File: src/rtl/rr_channel_arbiter.sv
// rr_channel_arbiter
//   Round-robin arbiter and sequencer for the shared photonic channel. It
//   grants one router at a time and holds that grant until the owner signals
//   done, drops its request, or reaches the hold timeout. After every release
//   it inserts a guard interval so the waveguides can drain.
//
// Ports
//   clk            system clock, rising edge
//   rst            synchronous, active-high reset
//   request        per-router request_to_send (level)
//   done           per-router packet_done; only the owner's bit is used
//   grant          registered one-hot grant
//   grant_valid    high while any grant bit is high
//   grant_id       index of the current owner, 0 when idle
//   timeout_pulse  one-cycle pulse after a grant is revoked by timeout
//   timeout_count  saturating count of timeouts
module rr_channel_arbiter #(
  parameter int NUM_ROUTERS  = 4,
  parameter int GUARD_CYCLES = 2,
  parameter int MAX_HOLD     = 16,
  parameter int IDW          = $clog2(NUM_ROUTERS)
) (
  input  logic                   clk,
  input  logic                   rst,
  input  logic [NUM_ROUTERS-1:0] request,
  input  logic [NUM_ROUTERS-1:0] done,
  output logic [NUM_ROUTERS-1:0] grant,
  output logic                   grant_valid,
  output logic [IDW-1:0]         grant_id,
  output logic                   timeout_pulse,
  output logic [15:0]            timeout_count
);

  localparam logic [1:0] IDLE  = 2'd0;
  localparam logic [1:0] GRANT = 2'd1;
  localparam logic [1:0] GUARD = 2'd2;

  logic [1:0]     state_q;
  logic [IDW-1:0] rr_ptr_q;
  logic [15:0]    hold_cnt_q;
  logic [15:0]    guard_cnt_q;

  // Circular search from rr_ptr. Walking offsets from high to low lets the
  // smallest offset with a set request overwrite the others.
  logic           pick_found;
  logic [IDW-1:0] pick_id;

  always_comb begin
    pick_found = 1'b0;
    pick_id    = '0;
    for (int i = NUM_ROUTERS - 1; i >= 0; i--) begin
      int s;
      s = int'(rr_ptr_q) + i;
      if (s >= NUM_ROUTERS) s = s - NUM_ROUTERS;
      if (request[s]) begin
        pick_found = 1'b1;
        pick_id    = IDW'(s);
      end
    end
  end

  // Release decision for the current owner; done outranks abort outranks
  // timeout, so only a timeout with the request still up and no done counts.
  logic owner_done, owner_req, hold_hit, release_now, is_timeout;
  logic [IDW-1:0] next_ptr;

  always_comb begin
    owner_done  = done[grant_id];
    owner_req   = request[grant_id];
    hold_hit    = (MAX_HOLD != 0) && (hold_cnt_q == 16'(MAX_HOLD - 1));
    release_now = owner_done || !owner_req || hold_hit;
    is_timeout  = hold_hit && owner_req && !owner_done;
    next_ptr    = (grant_id == IDW'(NUM_ROUTERS - 1)) ? '0 : grant_id + IDW'(1);
  end

  always_ff @(posedge clk) begin
    if (rst) begin
      state_q       <= IDLE;
      rr_ptr_q      <= '0;
      hold_cnt_q    <= '0;
      guard_cnt_q   <= '0;
      grant         <= '0;
      grant_valid   <= 1'b0;
      grant_id      <= '0;
      timeout_pulse <= 1'b0;
      timeout_count <= '0;
    end else begin
      timeout_pulse <= 1'b0;
      case (state_q)
        IDLE: begin
          if (pick_found) begin
            grant       <= NUM_ROUTERS'(1) << pick_id;
            grant_id    <= pick_id;
            grant_valid <= 1'b1;
            hold_cnt_q  <= '0;
            state_q     <= GRANT;
          end
        end
        GRANT: begin
          hold_cnt_q <= hold_cnt_q + 16'd1;
          if (release_now) begin
            grant       <= '0;
            grant_valid <= 1'b0;
            grant_id    <= '0;
            rr_ptr_q    <= next_ptr;
            guard_cnt_q <= '0;
            state_q     <= (GUARD_CYCLES > 0) ? GUARD : IDLE;
            if (is_timeout) begin
              timeout_pulse <= 1'b1;
              if (timeout_count != 16'hFFFF) timeout_count <= timeout_count + 16'd1;
            end
          end
        end
        GUARD: begin
          guard_cnt_q <= guard_cnt_q + 16'd1;
          if (guard_cnt_q == 16'(GUARD_CYCLES - 1)) state_q <= IDLE;
        end
        default: state_q <= IDLE;
      endcase
    end
  end

endmodule

File: config.mk
export PLATFORM = sky130hd
export DESIGN_NAME = rr_channel_arbiter
export DESIGN_NICKNAME = d
export VERILOG_FILES = /design/src/rtl/rr_channel_arbiter.sv
export SDC_FILE = /design/constraint.sdc
export NUM_CORES = 1
export LEC_CHECK = 0
export ABC_AREA = 0
export CAP_MARGIN = 40
export CORE_ASPECT_RATIO = 0.7
export CORE_MARGIN = 2
export CORE_UTILIZATION = 25
export CTS_CLUSTER_DIAMETER = 100
export CTS_CLUSTER_SIZE = 20
export DETAILED_ROUTE_END_ITERATION = 8
export HOLD_SLACK_MARGIN = 0.15
export PLACE_DENSITY = 0.45
export SYNTH_ARGS = -nofsm -noshare
export SYNTH_HDL_FRONTEND = slang
export SYNTH_SLANG_ARGS = --single-unit
export TNS_END_PERCENT = 20
File: constraint.sdc
create_clock -name clk -period 2.65 [get_ports clk]
set_input_delay 0.3975 -clock clk [delete_from_list [all_inputs] [get_ports clk]]
set_output_delay 0.3975 -clock clk [all_outputs]
set_load 0.02 [all_outputs]
; ---- Yosys cells after proc, flatten, opt, wreduce, memory -nomap -nowiden
; Cells that the tools add are included.
[op_classes]
n_eq_ne = 9
n_reduce_logical = 16
n_shift = 1
bitwise = 2
mux = 47
add_sub_neg = 11
magnitude_cmp = 9
[ops]
columns = op, n
row1 = "32-bit by 4-bit < comparator with 1-bit output, second input constant", 4
row2 = 32-bit two-way mux, 4
row3 = 16-bit one-hot mux with 2 select lines, 2
row4 = "16-bit by 1-bit adder with 16-bit output, second input constant", 3
row5 = 16-bit two-way mux, 2
row6 = 2-bit two-way mux, 10
row7 = 1-bit two-way mux, 17
row8 = "16-bit by 1-bit equality test with 1-bit output, second input constant", 1
row9 = "16-bit by 4-bit equality test with 1-bit output, second input constant", 1
row10 = "16-bit inequality test, second input constant", 1
row11 = 1-bit binary-select mux with 2-bit select, 6
row12 = "3-bit by 3-bit subtractor with 4-bit output, second input constant", 3
row13 = "3-bit greater-or-equal comparator, second input constant", 3
row14 = 4-bit two-way mux, 2
row15 = 4-bit one-hot mux with 2 select lines, 1
row16 = "2-bit by 2-bit adder with 3-bit output, second input constant", 2
row17 = "2-bit inequality test, second input constant", 3
row18 = 2-bit one-hot mux with 3 select lines, 1
row19 = 2-bit AND reduction, 3
row20 = 3-bit AND reduction, 2
row21 = "2-bit equality test, second input constant", 2
row22 = 2-bit one-hot mux with 2 select lines, 1
row23 = 4-bit AND reduction, 1
row24 = 2-bit nonzero test, 2
row25 = 14 further kinds, 18
[totals]
inputBits = 10
reg_bits = 60

; ---- Longest topological paths before layout
; Gate-level depths: netlist (run 1).
[depth]
word_depth = 13
depth_mapped = 7
ltp_nobuf = 6

; ---- Least setup slack after synthesis (run 1)
; No wires, ideal clock.
[synth_timing]
path_type = register -> register
startpoint = register hold_cnt_q[0]
endpoint = register timeout_count[13]
setup_time_ns = 0.070
t_arrival_ns = 2.079
t_required_ns = 2.580
path_slack_ns = 0.501
path_buffers = 0
stages_incl_launch_ff = 7
period_less_slack_ns = 2.149
path_cell_list = dfxtp_1 -> ha_1 -> and3_1 -> nand4_2 -> or4b_4 -> or4_1 -> a21oi_1
[synth_via]
elab_chain_len = 4
elab_cells_between_ends = 5
[synth_lines]
columns = item, line
row1 = start: declaration, 40  ; logic [15:0] hold_cnt_q;
row2 = start signal: assignment, 100  ; hold_cnt_q <= hold_cnt_q + 16'd1;
row3 = 16-bit by 4-bit equality test with 1-bit output *, 70  ; hold_hit = (MAX_HOLD != 0) && (hold_cnt_q == 16'(MAX_HOLD - 1));
row4 = 1-bit logical AND (2 in a row), 72  ; is_timeout = hold_hit && owner_req && !owner_done;
row5 = 4-bit AND reduction (no source line) *, --
row6 = end signal: assignment, 110  ; if (timeout_count != 16'hFFFF) timeout_count <= timeout_count + 16'd1;
row7 = end: declaration, 31  ; output logic [15:0] timeout_count
; Every way passes the cells marked *; elsewhere a longest branch is shown, timed or not.
; A chain may end at the register's enable or synchronous reset.

; ---- Worst setup path in the final report (run 1)
[layout_timing]
startpoint = register hold_cnt_q[1]
endpoint = register timeout_count[2]
; Same word-level chain as after synthesis.

==> flow_summary.json, run 1 <==
{
  "cp.depth": 7,
  "grt_remaining_overflow": 0,
  "crit_path_end_kind": "register",
  "io_pins": 34,
  "cap_violations": 0,
  "reg2reg_from": "hold_cnt_q[1]",
  "antenna_found_initial": 0,
  "cp_data_required_time_ns": 2.87,
  "tns_ns": 0,
  "p_per_area_mw_per_mm2": 643.0,
  "gr-usage-all-layers": 0.1405,
  "postRouteAntennaNets": 0,
  "place_ws_ns": 0.01816,
  "grt_max_degree": 23,
  "cp-start-kind": "register",
  "cp_max_fo": 8,
  "grt_first_pass_wirelength_mm": 14.30,
  "whs_path_depth": 2,
  "seq_power_share": 0.387,
  "synth.net_count": 386,
  "stdcell_area_mm2": 0.003914,
  "netSwitchingPower_w": 0.0006900,
  "syn_avg_cell_area_um2": 8.212,
  "fin_ws_ns": 0.2657,
  "cts.path.max_buffers": 2,
  "place_hpwl_mm": 6.022,
  "ys_async_sr_fraction": 0,
  "via_per_inst": 5.028,
  "die_h_um": 96.36,
  "finalCritPeriodShare": 0.8997,
  "numCtsBuffers": 9,
  "wl_per_cell_um": 14.38,
  "ys_seq_area_frac": 0.3943,
  "die_w_um": 135.9,
  "cts_tree": "built",
  "p_leak_nw": 1.246,
  "period_minus_slack_ns": 2.384,
  "firstDrtPassIters": 4,
  "die_area_mm2": 0.01310,
  "synth_edf_count": 0,
  "rsz0062_at_grt": "false",
  "synthesis.area_mm2": 0.003047,
  "swShare": 0.2742,
  "hold_violations": 0,
  "synth_seq_cells": 60,
  "cts_resized": 0,
  "synthFlopType": "dfxtp_1",
  "ys_types": 54,
  "setup_violations": 0,
  "holdBufCountCts": 0,
  "yosys_warnings": 0,
  "worstSetupStartpoint": "hold_cnt_q[1]",
  "p_clk_frac": 0.438,
  "drc": 0,
  "crit_type": "reg -> reg",
  "nets": 429,
  "routed_wl_mm": 8.284,
  "relSlewSlack": 0.4333,
  "hold_start": "rst",
  "drive_gt1_frac": 0.1146,
  "comb_power_share": 0.175,
  "drv_slew": 0,
  "placed_cell_area_mm2": 0.003631,
  "cts.sink_count": 60,
  "hp-class": "in -> reg",
  "coreArea_mm2": 0.01181,
  "cp_top_family": "simple AND/OR/NAND/NOR gates",
  "crit_slowest_cell": "nor4b_2",
  "place.gp.congestion": 0.7745,
  "syn_to_final_growth_pct": 28.46,
  "internal_power_w": 0.001827,
  "grt_pass1_vias": 2720,
  "drt_iter0_drc": 214,
  "cp.arrival_ns": 2.61,
  "cts-root-buf": "clkbuf_16",
  "ff2ff_path_depth": 7,
  "clk_pin_slew_ns": 0.05,
  "htree_levels": 3,
  "slowest_delay_ns": 0.71,
  "fmaxAchievable_ghz": 0.4194,
  "synth_cells": 371,
  "num_vias": 2896,
  "timing.critical_path.buf_inv": 1,
  "tightest_slew_ns": 0.8479,
  "initial_core_util": 0.2580,
  "postCtsSetupBuffers": 0,
  "clk_latency_ns": 0.33,
  "diodes": 0,
  "outcome": "finished, final reports clean",
  "vdd_ir_drop_max_mv": 0.3377,
  "fin_skew_ns": 0.002574,
  "core.rowCount": 33,
  "port_buffers": 33,
  "path_cells": "ha_1 -> and3_1 -> nand4_2 -> buf_4 -> nor4b_2 -> a21oi_1 -> a31o_2"
}
## path summary, 6_finish.rpt
| check | endpoint | slack [ns] |
|---|---|---|
| worst max-delay path | timeout_count[2] | 0.27 |
| worst min-delay path | timeout_count[3] | 0.42 |
| worst max register to register | timeout_count[2] | 0.27 |
| worst min register to register | grant[0] | 0.47 |
## per-stage QoR
stage / total power, W / std cells / hold slack (ns) / utilization
2_1_floorplan: 0.001243 / 371 / 0.4428 / -
3_3_place_gp: 0.001433 / 559 / 0.4701 / 0.3071
3_5_place_dp: 0.001438 / 560 / 0.4619 / 0.3075
4_1_cts: 0.002559 / 576 / 0.4182 / 0.3314
5_1_grt: 0.002658 / 576 / 0.4240 / 0.3314
6_report: 0.002517 / 576 / 0.4189 / 0.3314
## cell usage in the layout, fill, tap and decap left out, drive strengths merged, types with 3 or more instances in the layout
master         netlist  final
xor2                 4      4
nand2               29     29
inv                  9      9
buf                  3     20
o21ai               18     18
nor2                31     31
clkbuf              17     15
or4b                 3      3
a311oi               7      7
or3                 15     15
nand4               11     11
a31oi               12     12
nor2b                8      8
o31ai                5      5
nor4                 9      9
clkdlybuf4s50        0     32
nor3                15     15
ha                   5      5
dfxtp               60     60
a21oi               33     33
nand3               24     24
or4                  5      5
xnor2                3      3
and3                 5      5
nand4b               4      4
nand2b               6      6
## area by class of cell
| type | instances | area (um2) |
|---|---|---|
| clock buffer | 15 | 277.8 |
| timing repair buffer | 52 | 478.0 |
| multi-input combinational | 282 | 1722 |
| clock inverter | 1 | 5.005 |
| tap | 157 | 196.4 |
| inverter | 9 | 33.78 |
| fill | 1251 | 7895 |
| sequential | 60 | 1201 |
## state kept, by name (all words and copies together), names as in the netlist
signal / flops
grant: 4
timeout_count: 16
grant_id: 2
rr_ptr_q: 2
guard_cnt_q: 16
hold_cnt_q: 16
timeout_pulse: 1
state_q: 2
grant_valid: 1
## synth_stat cells, types with 3 or more instances
| cell type | instances | area (um2) |
|---|---|---|
| nor3_1 | 15 | 75.07 |
| o21ai_0 | 18 | 90.09 |
| xor2_1 | 4 | 35.03 |
| dfxtp_1 | 60 | 1201 |
| or4_1 | 5 | 37.54 |
| nor2b_1 | 8 | 50.05 |
| clkbuf_1 | 17 | 63.81 |
| o31ai_1 | 5 | 37.54 |
| a311oi_1 | 7 | 61.31 |
| a31oi_1 | 12 | 75.07 |
| ha_1 | 5 | 62.56 |
| nand2_1 | 29 | 108.9 |
| inv_1 | 9 | 33.78 |
| nor4_1 | 6 | 37.54 |
| nand3_1 | 24 | 120.1 |
| nand4b_1 | 4 | 35.03 |
| nand2b_1 | 6 | 37.54 |
| and3_1 | 5 | 31.28 |
| or3_1 | 14 | 87.58 |
| nand4_1 | 10 | 62.56 |
| a21oi_1 | 33 | 165.2 |
| nor2_1 | 31 | 116.4 |
| xnor2_1 | 3 | 26.28 |
## power by group through the flow
stage | registers (W) | clock network (W) | logic (W)
6_report | 0.000975 | 0.00110 | 0.000440
5_1_grt | 0.000982 | 0.00118 | 0.000491
4_1_cts | 0.000975 | 0.00114 | 0.000446
3_5_place_dp | 0.000994 | 0 | 0.000445
3_3_place_gp | 0.000993 | 0 | 0.000440
2_1_floorplan | 0.00101 | 0 | 0.000238
## metal layers
metal / track usage / up-vias / wire [um] / share of wire
li1: - / 1488 / - / -
met1: 0.2140 / 1341 / 4537 / 0.55
met2: 0.1839 / 60 / 3280 / 0.40
met3: 0.04739 / 7 / 408 / 0.049
met4: 0.03385 / 0 / 57 / 0.0069
met5: 0 / - / 0 / 0
## cells by family after synthesis
family	count (synthesis)	share of synthesized area
AOI/OAI and AO/OA	91	0.1844
xor gates and xnor gates	7	0.02012
adders and majority gates	5	0.02053
buffers and inverters	29	0.04065
DFF	60	0.3942
muxes	4	0.01766
and+or+nand+nor	175	0.3224
(Power assumes the default switching activity.)
==> run 2, diff against run 1 <==
--- a/config.mk
+++ b/config.mk
@@ -15,6 +15,7 @@
 export DETAILED_ROUTE_END_ITERATION = 8
 export HOLD_SLACK_MARGIN = 0.15
 export PLACE_DENSITY = 0.45
+export RECOVER_POWER = 25
 export SYNTH_ARGS = -nofsm -noshare
 export SYNTH_HDL_FRONTEND = slang
 export SYNTH_SLANG_ARGS = --single-unit
==> flow_summary.json, run 2 (synthesis gave the netlist of run 1 again) <==
{
  "hold_violations": 0,
  "drt_iter0_drc": 210,
  "place_ws_ns": 0.01816,
  "antenna_found_initial": 0,
  "cp_max_fo": 13,
  "coreArea_mm2": 0.01181,
  "hold_ws_ns": 0.4190,
  "nets": 429,
  "p_per_area_mw_per_mm2": 642.0,
  "grt_first_pass_wirelength_mm": 14.30,
  "drc": 0,
  "cp_data_required_time_ns": 2.91,
  "wl_per_cell_um": 14.34,
  "cp-start-kind": "register",
  "place.gp.congestion": 0.7745,
  "firstDrtPassIters": 4,
  "fill_cells": 1251,
  "final_cell_mix": "60 x dfxtp_1, 33 x a21oi_1, 31 x nor2_1",
  "dp_cells": 560,
  "grt_remaining_overflow": 0,
  "numCtsBuffers": 9,
  "grt_max_degree": 23,
  "cts-root-buf": "clkbuf_16",
  "grt_pass1_vias": 2720,
  "cts_tree": "built",
  "p_leak_nw": 1.299,
  "postRouteAntennaNets": 0,
  "drv_slew": 0,
  "diodes": 0,
  "via_per_inst": 5.038,
  "die_h_um": 96.36,
  "outcome": "finished, final reports clean",
  "io_pins": 34,
  "cts.path.max_buffers": 2,
  "crit_path_end_kind": "register",
  "clk_pin_slew_ns": 0.05,
  "holdBufCountCts": 0,
  "tightest_slew_ns": 0.8064,
  "hp-class": "in -> reg",
  "clk_latency_ns": 0.33,
  "final_cell_count_no_fill": 576,
  "mostFrequentLayoutCell": "dfxtp_1",
  "crit_type": "reg -> reg",
  "initial_core_util": 0.2580,
  "vdd_ir_drop_max_mv": 0.3375,
  "place_hpwl_mm": 6.022,
  "postCtsSetupBuffers": 0,
  "reg_top3": "guard_cnt_q x16, hold_cnt_q x16, timeout_count x16",
  "fin_ws_ns": 0.2881,
  "num_vias": 2902,
  "rsz0062_at_grt": "false",
  "port_buffers": 33,
  "period_minus_slack_ns": 2.362,
  "setup_violations": 0,
  "fmaxAchievable_ghz": 0.4234,
  "routed_wl_mm": 8.258,
  "cts.sink_count": 60,
  "htree_levels": 3,
  "core.rowCount": 33,
  "cts_resized": 0,
  "fin_skew_ns": 0.002228,
  "syn_to_final_growth_pct": 28.34,
  "die_area_mm2": 0.01310,
  "finalCritPeriodShare": 0.8913,
  "cap_violations": 0,
  "relSlewSlack": 0.4610,
  "cp.arrival_ns": 2.63,
  "die_w_um": 135.9,
  "tns_ns": 0,
  "drive_gt1_frac": 0.1122,
  "gr-usage-all-layers": 0.1405
}
## run 2: cell types whose count changed in the layout (fill, tap and decap cells not counted)
cell | before | now
dlygate4sd3_1 | 0 | 18
clkdlybuf4s50_1 | 32 | 14
buf_4 | 17 | 16
clkbuf_1 | 3 | 4
## run 2: area by class of cell
cell class,instances,area [um2],area share
clock buffer,15,277.8,0.07104
clock inverter,1,5.005,0.001280
inverter,9,33.78,0.008640
sequential,60,1201,0.3072
tap,157,196.4,0.05024
timing repair buffer,52,474.2,0.1213
multi-input combinational,282,1722,0.4403
## run 2: final timing paths
path                             to  slack [ns]  depth (start not counted)          start
setup reg to reg  timeout_count[13]        0.29                          6  hold_cnt_q[1]
setup / recovery  timeout_count[13]        0.29                          6  hold_cnt_q[1]
hold / removal     timeout_count[3]        0.42                          2            rst
hold reg to reg            grant[0]        0.47                          2       grant[0]
## run 2: worst max-delay path, cell delays in order, from the launching register on
cell     delay (ns)
dfxtp_1        0.38
ha_1           0.22
and3_1         0.25
nand4_2        0.15
or4b_4         0.66
or4_1          0.49
a21oi_1        0.14
## run 2: where the power goes
part | switching [W] | internal, W
combinational | 0.000260 | 0.000175
sequential | 0.0000355 | 0.000939
clock | 0.000393 | 0.000708
## run 2: through the flow
step | utilization | instance area, um2 | total power, W
after CTS | 0.3314 | 3914 | 0.002559
after global placement | 0.3071 | 3626 | 0.001433
after detailed placement | 0.3075 | 3631 | 0.001438
after global routing | 0.3311 | 3910 | 0.002653
final | 0.3311 | 3910 | 0.002510
after floorplan | - | 3047 | 0.001243
## run 2: layer usage
layer | global-route usage | part of all wire
met2 | 0.1839 | 0.40
met5 | 0 | 0
met3 | 0.04739 | 0.051
met1 | 0.2140 | 0.54
met4 | 0.03385 | 0.0069
